### src/rtl/ctrl_pkg.sv
// Shared types and encodings for the datapath sequencer.
package ctrl_pkg;

  // Sequencer states.
  typedef enum logic [2:0] {
    S_WAIT      = 3'd0,
    S_DECODE    = 3'd1,
    S_GET_A     = 3'd2,
    S_GET_B     = 3'd3,
    S_EXEC      = 3'd4,
    S_WRITE_REG = 3'd5,
    S_WRITE_IMM = 3'd6
  } state_t;

  // Decoded instruction classes that steer the sequence.
  typedef enum logic [2:0] {
    CLS_MOVI    = 3'd0,
    CLS_MOVR    = 3'd1,
    CLS_ALU3    = 3'd2,
    CLS_CMP     = 3'd3,
    CLS_MVN     = 3'd4,
    CLS_ILLEGAL = 3'd5
  } instr_class_t;

  // Opcode field values.
  localparam logic [2:0] OPC_MOV = 3'b110;
  localparam logic [2:0] OPC_ALU = 3'b101;

  // Op field values.
  localparam logic [1:0] OP_MOV_REG = 2'b00;
  localparam logic [1:0] OP_MOV_IMM = 2'b10;
  localparam logic [1:0] OP_ADD     = 2'b00;
  localparam logic [1:0] OP_CMP     = 2'b01;
  localparam logic [1:0] OP_AND     = 2'b10;
  localparam logic [1:0] OP_MVN     = 2'b11;

  // Shifter encodings.
  localparam logic [1:0] SHIFT_NONE = 2'b00;
  localparam logic [1:0] SHIFT_LSL  = 2'b01;
  localparam logic [1:0] SHIFT_LSR  = 2'b10;
  localparam logic [1:0] SHIFT_ASR  = 2'b11;

  // ALU encodings.
  localparam logic [1:0] ALU_ADD  = 2'b00;
  localparam logic [1:0] ALU_SUB  = 2'b01;
  localparam logic [1:0] ALU_AND  = 2'b10;
  localparam logic [1:0] ALU_NOTB = 2'b11;

  // Sign-extend an 8-bit immediate to the 16-bit datapath width.
  function automatic logic [15:0] sext8(input logic [7:0] v);
    return {{8{v[7]}}, v};
  endfunction

endpackage

### src/rtl/datapath_controller_instr_decoder.sv
// Combinational instruction decoder: splits the latched instruction into
// fields and classifies it for the sequencer.
module instr_decoder
  import ctrl_pkg::*;
(
  input  logic [15:0]  ir,
  output logic [1:0]   op,
  output logic [2:0]   rn,
  output logic [2:0]   rd,
  output logic [1:0]   sh,
  output logic [2:0]   rm,
  output logic [15:0]  imm_ext,
  output instr_class_t cls
);

  logic [2:0] opcode;

  assign opcode  = ir[15:13];
  assign op      = ir[12:11];
  assign rn      = ir[10:8];
  assign rd      = ir[7:5];
  assign sh      = ir[4:3];
  assign rm      = ir[2:0];
  assign imm_ext = sext8(ir[7:0]);

  // Classify opcode/op; anything not explicitly recognised is illegal.
  always_comb begin
    // NOTE: assigning a default before the case keeps every path driven, so no latch is inferred.
    cls = CLS_ILLEGAL;
    case (opcode)
      OPC_MOV: begin
        if (op == OP_MOV_IMM)      cls = CLS_MOVI;
        else if (op == OP_MOV_REG) cls = CLS_MOVR;
      end
      OPC_ALU: begin
        case (op)
          OP_ADD, OP_AND: cls = CLS_ALU3;
          OP_CMP:         cls = CLS_CMP;
          OP_MVN:         cls = CLS_MVN;
          default:        cls = CLS_ILLEGAL;
        endcase
      end
      default: cls = CLS_ILLEGAL;
    endcase
  end

endmodule

### src/rtl/datapath_controller.sv
// Moore sequencer that runs one instruction per start pulse by driving the
// register-file / shifter / ALU datapath strobes cycle by cycle.
module datapath_controller
  import ctrl_pkg::*;
(
  input  logic        clk,
  input  logic        rst_n,
  input  logic        s,
  input  logic [15:0] instr,
  output logic        w,
  output logic        illegal,
  output logic [2:0]  readnum,
  output logic [2:0]  writenum,
  output logic        write,
  output logic        vsel,
  output logic        loada,
  output logic        loadb,
  output logic        loadc,
  output logic        loads,
  output logic        asel,
  output logic        bsel,
  output logic [1:0]  shift,
  output logic [1:0]  ALUop,
  output logic [15:0] datapath_in
);

  state_t       state_q, state_d;
  logic [15:0]  ir_q, ir_d;

  logic [1:0]   f_op;
  logic [2:0]   f_rn, f_rd, f_rm;
  logic [1:0]   f_sh;
  logic [15:0]  f_imm;
  instr_class_t f_cls;

  instr_decoder u_dec (
    .ir      (ir_q),
    .op      (f_op),
    .rn      (f_rn),
    .rd      (f_rd),
    .sh      (f_sh),
    .rm      (f_rm),
    .imm_ext (f_imm),
    .cls     (f_cls)
  );

  // State and instruction registers.
  always_ff @(posedge clk or negedge rst_n) begin
    if (!rst_n) begin
      // NOTE: ir is a plain register, not a memory, so it is reset to keep datapath_in defined after reset.
      state_q <= S_WAIT;
      ir_q    <= '0;
    end else begin
      // NOTE: sequential state uses non-blocking assignments; always_comb logic uses blocking.
      state_q <= state_d;
      ir_q    <= ir_d;
    end
  end

  // Next-state logic; instr is captured only on the edge leaving WAIT.
  always_comb begin
    state_d = state_q;
    ir_d    = ir_q;
    case (state_q)
      S_WAIT: begin
        if (s) begin
          ir_d    = instr;
          state_d = S_DECODE;
        end
      end
      S_DECODE: begin
        case (f_cls)
          CLS_MOVI:          state_d = S_WRITE_IMM;
          CLS_ALU3, CLS_CMP: state_d = S_GET_A;
          CLS_MOVR, CLS_MVN: state_d = S_GET_B;
          default:           state_d = S_WAIT;
        endcase
      end
      S_GET_A:     state_d = S_GET_B;
      S_GET_B:     state_d = S_EXEC;
      S_EXEC:      state_d = (f_cls == CLS_CMP) ? S_WAIT : S_WRITE_REG;
      S_WRITE_REG: state_d = S_WAIT;
      S_WRITE_IMM: state_d = S_WAIT;
      default:     state_d = S_WAIT;
    endcase
  end

  // Moore output decode from state and the latched instruction only.
  always_comb begin
    w        = 1'b0;
    illegal  = 1'b0;
    readnum  = 3'd0;
    writenum = 3'd0;
    write    = 1'b0;
    vsel     = 1'b0;
    loada    = 1'b0;
    loadb    = 1'b0;
    loadc    = 1'b0;
    loads    = 1'b0;
    asel     = 1'b0;
    shift    = SHIFT_NONE;
    ALUop    = ALU_ADD;
    case (state_q)
      S_WAIT:   w = 1'b1;
      S_DECODE: illegal = (f_cls == CLS_ILLEGAL);
      S_GET_A: begin
        readnum = f_rn;
        loada   = 1'b1;
      end
      S_GET_B: begin
        readnum = f_rm;
        loadb   = 1'b1;
      end
      S_EXEC: begin
        shift = f_sh;
        ALUop = (f_cls == CLS_MOVR) ? ALU_ADD : f_op;
        asel  = (f_cls == CLS_MOVR);
        loadc = (f_cls != CLS_CMP);
        loads = (f_cls == CLS_CMP);
      end
      S_WRITE_REG: begin
        // shift/ALUop stay at their EXEC values; loadc is low so C is not disturbed.
        shift    = f_sh;
        ALUop    = (f_cls == CLS_MOVR) ? ALU_ADD : f_op;
        vsel     = 1'b0;
        write    = 1'b1;
        writenum = f_rd;
      end
      S_WRITE_IMM: begin
        vsel     = 1'b1;
        write    = 1'b1;
        writenum = f_rn;
      end
      default: w = 1'b0;
    endcase
  end

  assign bsel        = 1'b0;
  assign datapath_in = f_imm;

endmodule

### config.mk
export PLATFORM = sky130hd
export DESIGN_NAME = datapath_controller
export DESIGN_NICKNAME = d
export VERILOG_FILES = /design/src/rtl/ctrl_pkg.sv /design/src/rtl/datapath_controller_instr_decoder.sv /design/src/rtl/datapath_controller.sv
export SDC_FILE = /design/constraint.sdc
export NUM_CORES = 1
export LEC_CHECK = 0
export CORE_ASPECT_RATIO = 0.9
export CORE_MARGIN = 2
export CORE_UTILIZATION = 35
export CTS_CLUSTER_SIZE = 8
export DETAILED_ROUTE_END_ITERATION = 12
export GPL_TIMING_DRIVEN = 0
export PLACE_DENSITY = 0.75
export SYNTH_ARGS = -nofsm -noshare
export SYNTH_HDL_FRONTEND = slang
export SYNTH_SLANG_ARGS = --single-unit
export TNS_END_PERCENT = 100
### constraint.sdc
create_clock -name clk -period 4.9 [get_ports clk]
set_clock_uncertainty 0.1 [all_clocks]
set_input_delay 0.735 -clock clk [delete_from_list [all_inputs] [get_ports clk]]
set_output_delay 0.735 -clock clk [all_outputs]
set_load 0.02 [all_outputs]
==> impl_metrics.csv <==
group,metric,value,unit
status,outcome,"completed",
placement,dp_hpwl,2.101,mm
critical_path,worstSetupStartpointType,"flip-flop",
global_routing,grt-ovfl-total,0,
power,peakVddDrop,190.7,µV
finish,n_antenna_cell,0,
clock_network,post_cts_resized,0,
critical_path,cpPeakStageDelay,620,ps
timing,fin_crit,3054,ps
logic_synthesis,syn-num-nets,124,
logic_synthesis,synth_top_area_frac,0.3983,
route,wl_met3,136,µm
flow_run,drv_cap,0,
timing,slew_headroom,0.4311,
finish,final_cells,206,
clock_network,clock_latency,260,ps
route,totalWireLength,2.776,mm
clock_network,cts_buffers,3,
floorplan,die_w,65.56,µm
clock_network,cts-htree-levels,1,
floorplan,initial_core_util,0.3586,
route,first_pass_iters,4,
logic_synthesis,yosys.area.top_type,"dfrtp_1",
global_routing,grt_start_max_net_pins,20,
logic_synthesis,syn_area_per_cell,11.37,µm²
route,detail-route-antenna-nets,0,
logic_synthesis,ys_top_cells_by_count,"dfrtp_1 (19), buf_4 (18), mux2_4 (9)",
clock_network,cts_tree,"built",
finish,drive_above_1_share,0.2840,
logic_synthesis,ys_top_cells_by_area,"dfrtp_1 (40%), buf_4 (11%), mux2_4 (11%), mux2_2 (5.7%), and2_1 (2.6%)",
route,vias,960,
power,p_leak,0.7893,nW
global_routing,grt_pass1_wl,4.464,mm
placement,dp_cells,202,
timing,tightest_slew,850.7,ps
route,route.top_layer_used,"met4",
logic_synthesis,synth_area,1194,µm²
finish,fin_nets,182,
critical_path,cp-end-kind,"primary output",
clock_network,cts_max_path_buffers,2,
floorplan,io_pins,55,
timing,finalSetupViolations,0,
placement,io_buffers,53,
route,avgRoutedWirePerCell,13.48,µm
logic_synthesis,ys_ff_latch,19,
logic_synthesis,ys_async_sr_fraction,1.000,
power,powerDensity,620.4,nW/µm²
logic_synthesis,synth_seq_area_share,0.3983,
route,drtIter0Drc,39,
placement,place_congestion,0.8718,
clock_network,cts_setup_buffers,0,
finish,synthToLayoutAreaGrowth,52.83,%
floorplan,core_region_area,3328,µm²
logic_synthesis,ys.flop_type,"dfrtp_1",
route,drc_errors,0,
logic_synthesis,synth_edf_count,0,
timing,grt_setup_unrepaired,"no",
floorplan,fp-row-count,20,
critical_path,critical_path.slowest_cell,"clkdlybuf4s50_1",
timing,hold_viol,0,
route,wl_met2,1.432,mm
timing,drv_slew,0,
critical_path,cp.required,4070,ps
timing,finalCritPeriodShare,0.6233,
critical_path,worstSetupPathType,"reg -> out",
global_routing,grt_use_total,0.1510,
clock_network,cts_sinks,19,
global_routing,grt_antenna_before_repair,0,
logic_synthesis,yosys_warnings,0,
logic_synthesis,yosysUniqueCellTypes,34,
global_routing,grt_pass1_vias,991,
timing,setup-tns-final,0,ps
floorplan,die_height,59.40,µm
route,via_per_inst,4.660,
clock_network,cts_hold_buf,0,
worst_hold_path,min_path_type,"reg -> reg",
critical_path,cp.arrival,2220,ps
route,drt-met1-wl,1.156,mm
timing,max_freq,327.4,MHz
critical_path,cp_max_fo,9,
timing,whs,434.9,ps
critical_path,path_cells,"buf_4, and2b_2, nor2b_1, a22o_1, clkdlybuf4s50_1",
clock_network,cts-root-buf,"clkbuf_8",
logic_synthesis,yosysMostFrequentCell,"dfrtp_1",
clock_network,cts.clk_slew.worst_paths,80,ps
logic_synthesis,syn-instance-count,105,
floorplan,die_area,3894,µm²
==> where the power goes <==
part / leakage [nW] / switching (W) / internal (W) / total (W)
registers: 0.227 / 0.0000758 / 0.000232 / 0.000308
logic: 0.539 / 0.000295 / 0.000417 / 0.000712
clock network: 0.0228 / 0.0000534 / 0.0000578 / 0.000111
total: 0.789 / 0.000425 / 0.000707 / 0.00113
==> worst max-delay path: cells and delay by family (launching register included) <==
kind | cells | cell delay, ps
AO/OA/AOI/OAI | 1 | 190
buffers and inverters | 2 | 780
flip-flops | 1 | 360
AND/OR/NAND/NOR | 2 | 620
==> placed cells by master (no fill, tap or decap), types with 2 or more instances in the layout <==
cell type | netlist | routed
nor2b_1 | 5 | 5
a22o_1 | 3 | 3
nand3_1 | 2 | 2
mux2_2 | 6 | 6
and3_1 | 2 | 2
nand2_1 | 3 | 3
clkdlybuf4s50_1 | 0 | 53
a22oi_1 | 3 | 3
and2b_2 | 3 | 3
clkbuf_8 | 0 | 3
inv_1 | 2 | 2
mux2_4 | 9 | 9
dfrtp_1 | 19 | 19
nor2_1 | 4 | 4
and2_1 | 5 | 5
clkbuf_1 | 1 | 2
a21oi_1 | 2 | 2
buf_4 | 18 | 18
==> logic make-up (layout without fill, tap and decap cells) <==
| logic type | after synthesis | after routing | synth area share |
|---|---|---|---|
| buffers and inverters | 24 | 81 | 0.1614 |
| multiplexers | 16 | 16 | 0.1782 |
| AND/OR/NAND/NOR | 29 | 29 | 0.1572 |
| flip-flops | 19 | 19 | 0.3983 |
| AO/OA/AOI/OAI | 16 | 16 | 0.1017 |
| other | 1 | 1 | 0.003142 |
==> cell type report <==
type,instances,area (µm²)
plain buffers,22,185.2
clock buffers,4,45.04
fillers,283,1504
inverters,2,7.507
multi-input cells,62,525.5
flip-flops and latches,19,475.5
well taps,44,55.05
repair buffers,53,530.5
==> sequential cells by signal (all words and copies together) (netlist names) <==
| name | count |
|---|---|
| ir_q | 16 |
| state_q | 3 |
==> metrics by stage <==
step | util | worst slack, ps | total power, W | cell area (µm²)
after floorplan | - | 2540 | 0.0007664 | 1194
final | 0.5481 | 1846 | 0.001132 | 1824
after detailed placement | 0.5346 | 2160 | 0.001024 | 1779
after CTS | 0.5481 | 1842 | 0.001140 | 1824
after global placement | 0.5346 | 2185 | 0.001009 | 1779
after global routing | 0.5481 | 1779 | 0.001197 | 1824
==> worst paths after layout <==
kind	end	slack [ps]	from	cells past startpoint
worst max-delay path	readnum[2]	1850	state_q[0]	5
worst min-delay path	ir_q[3]	430	ir_q[3]	1
worst max register to register	ir_q[5]	3220	state_q[1]	6
worst min register to register	ir_q[3]	430	ir_q[3]	1
max in group asynchronous	ir_q[5]	3310	rst_n	1
min in group asynchronous	ir_q[12]	860	rst_n	1
==> per-layer routing <==
| layer | vias to the layer above | global-route usage |
|---|---|---|
| met3 | 4 | 0.01901 |
| met5 | - | 0 |
| met2 | 40 | 0.2784 |
| met4 | 0 | 0.08333 |
| met1 | 454 | 0.1696 |
| li1 | 462 | - |
(Power assumes the default switching activity.)
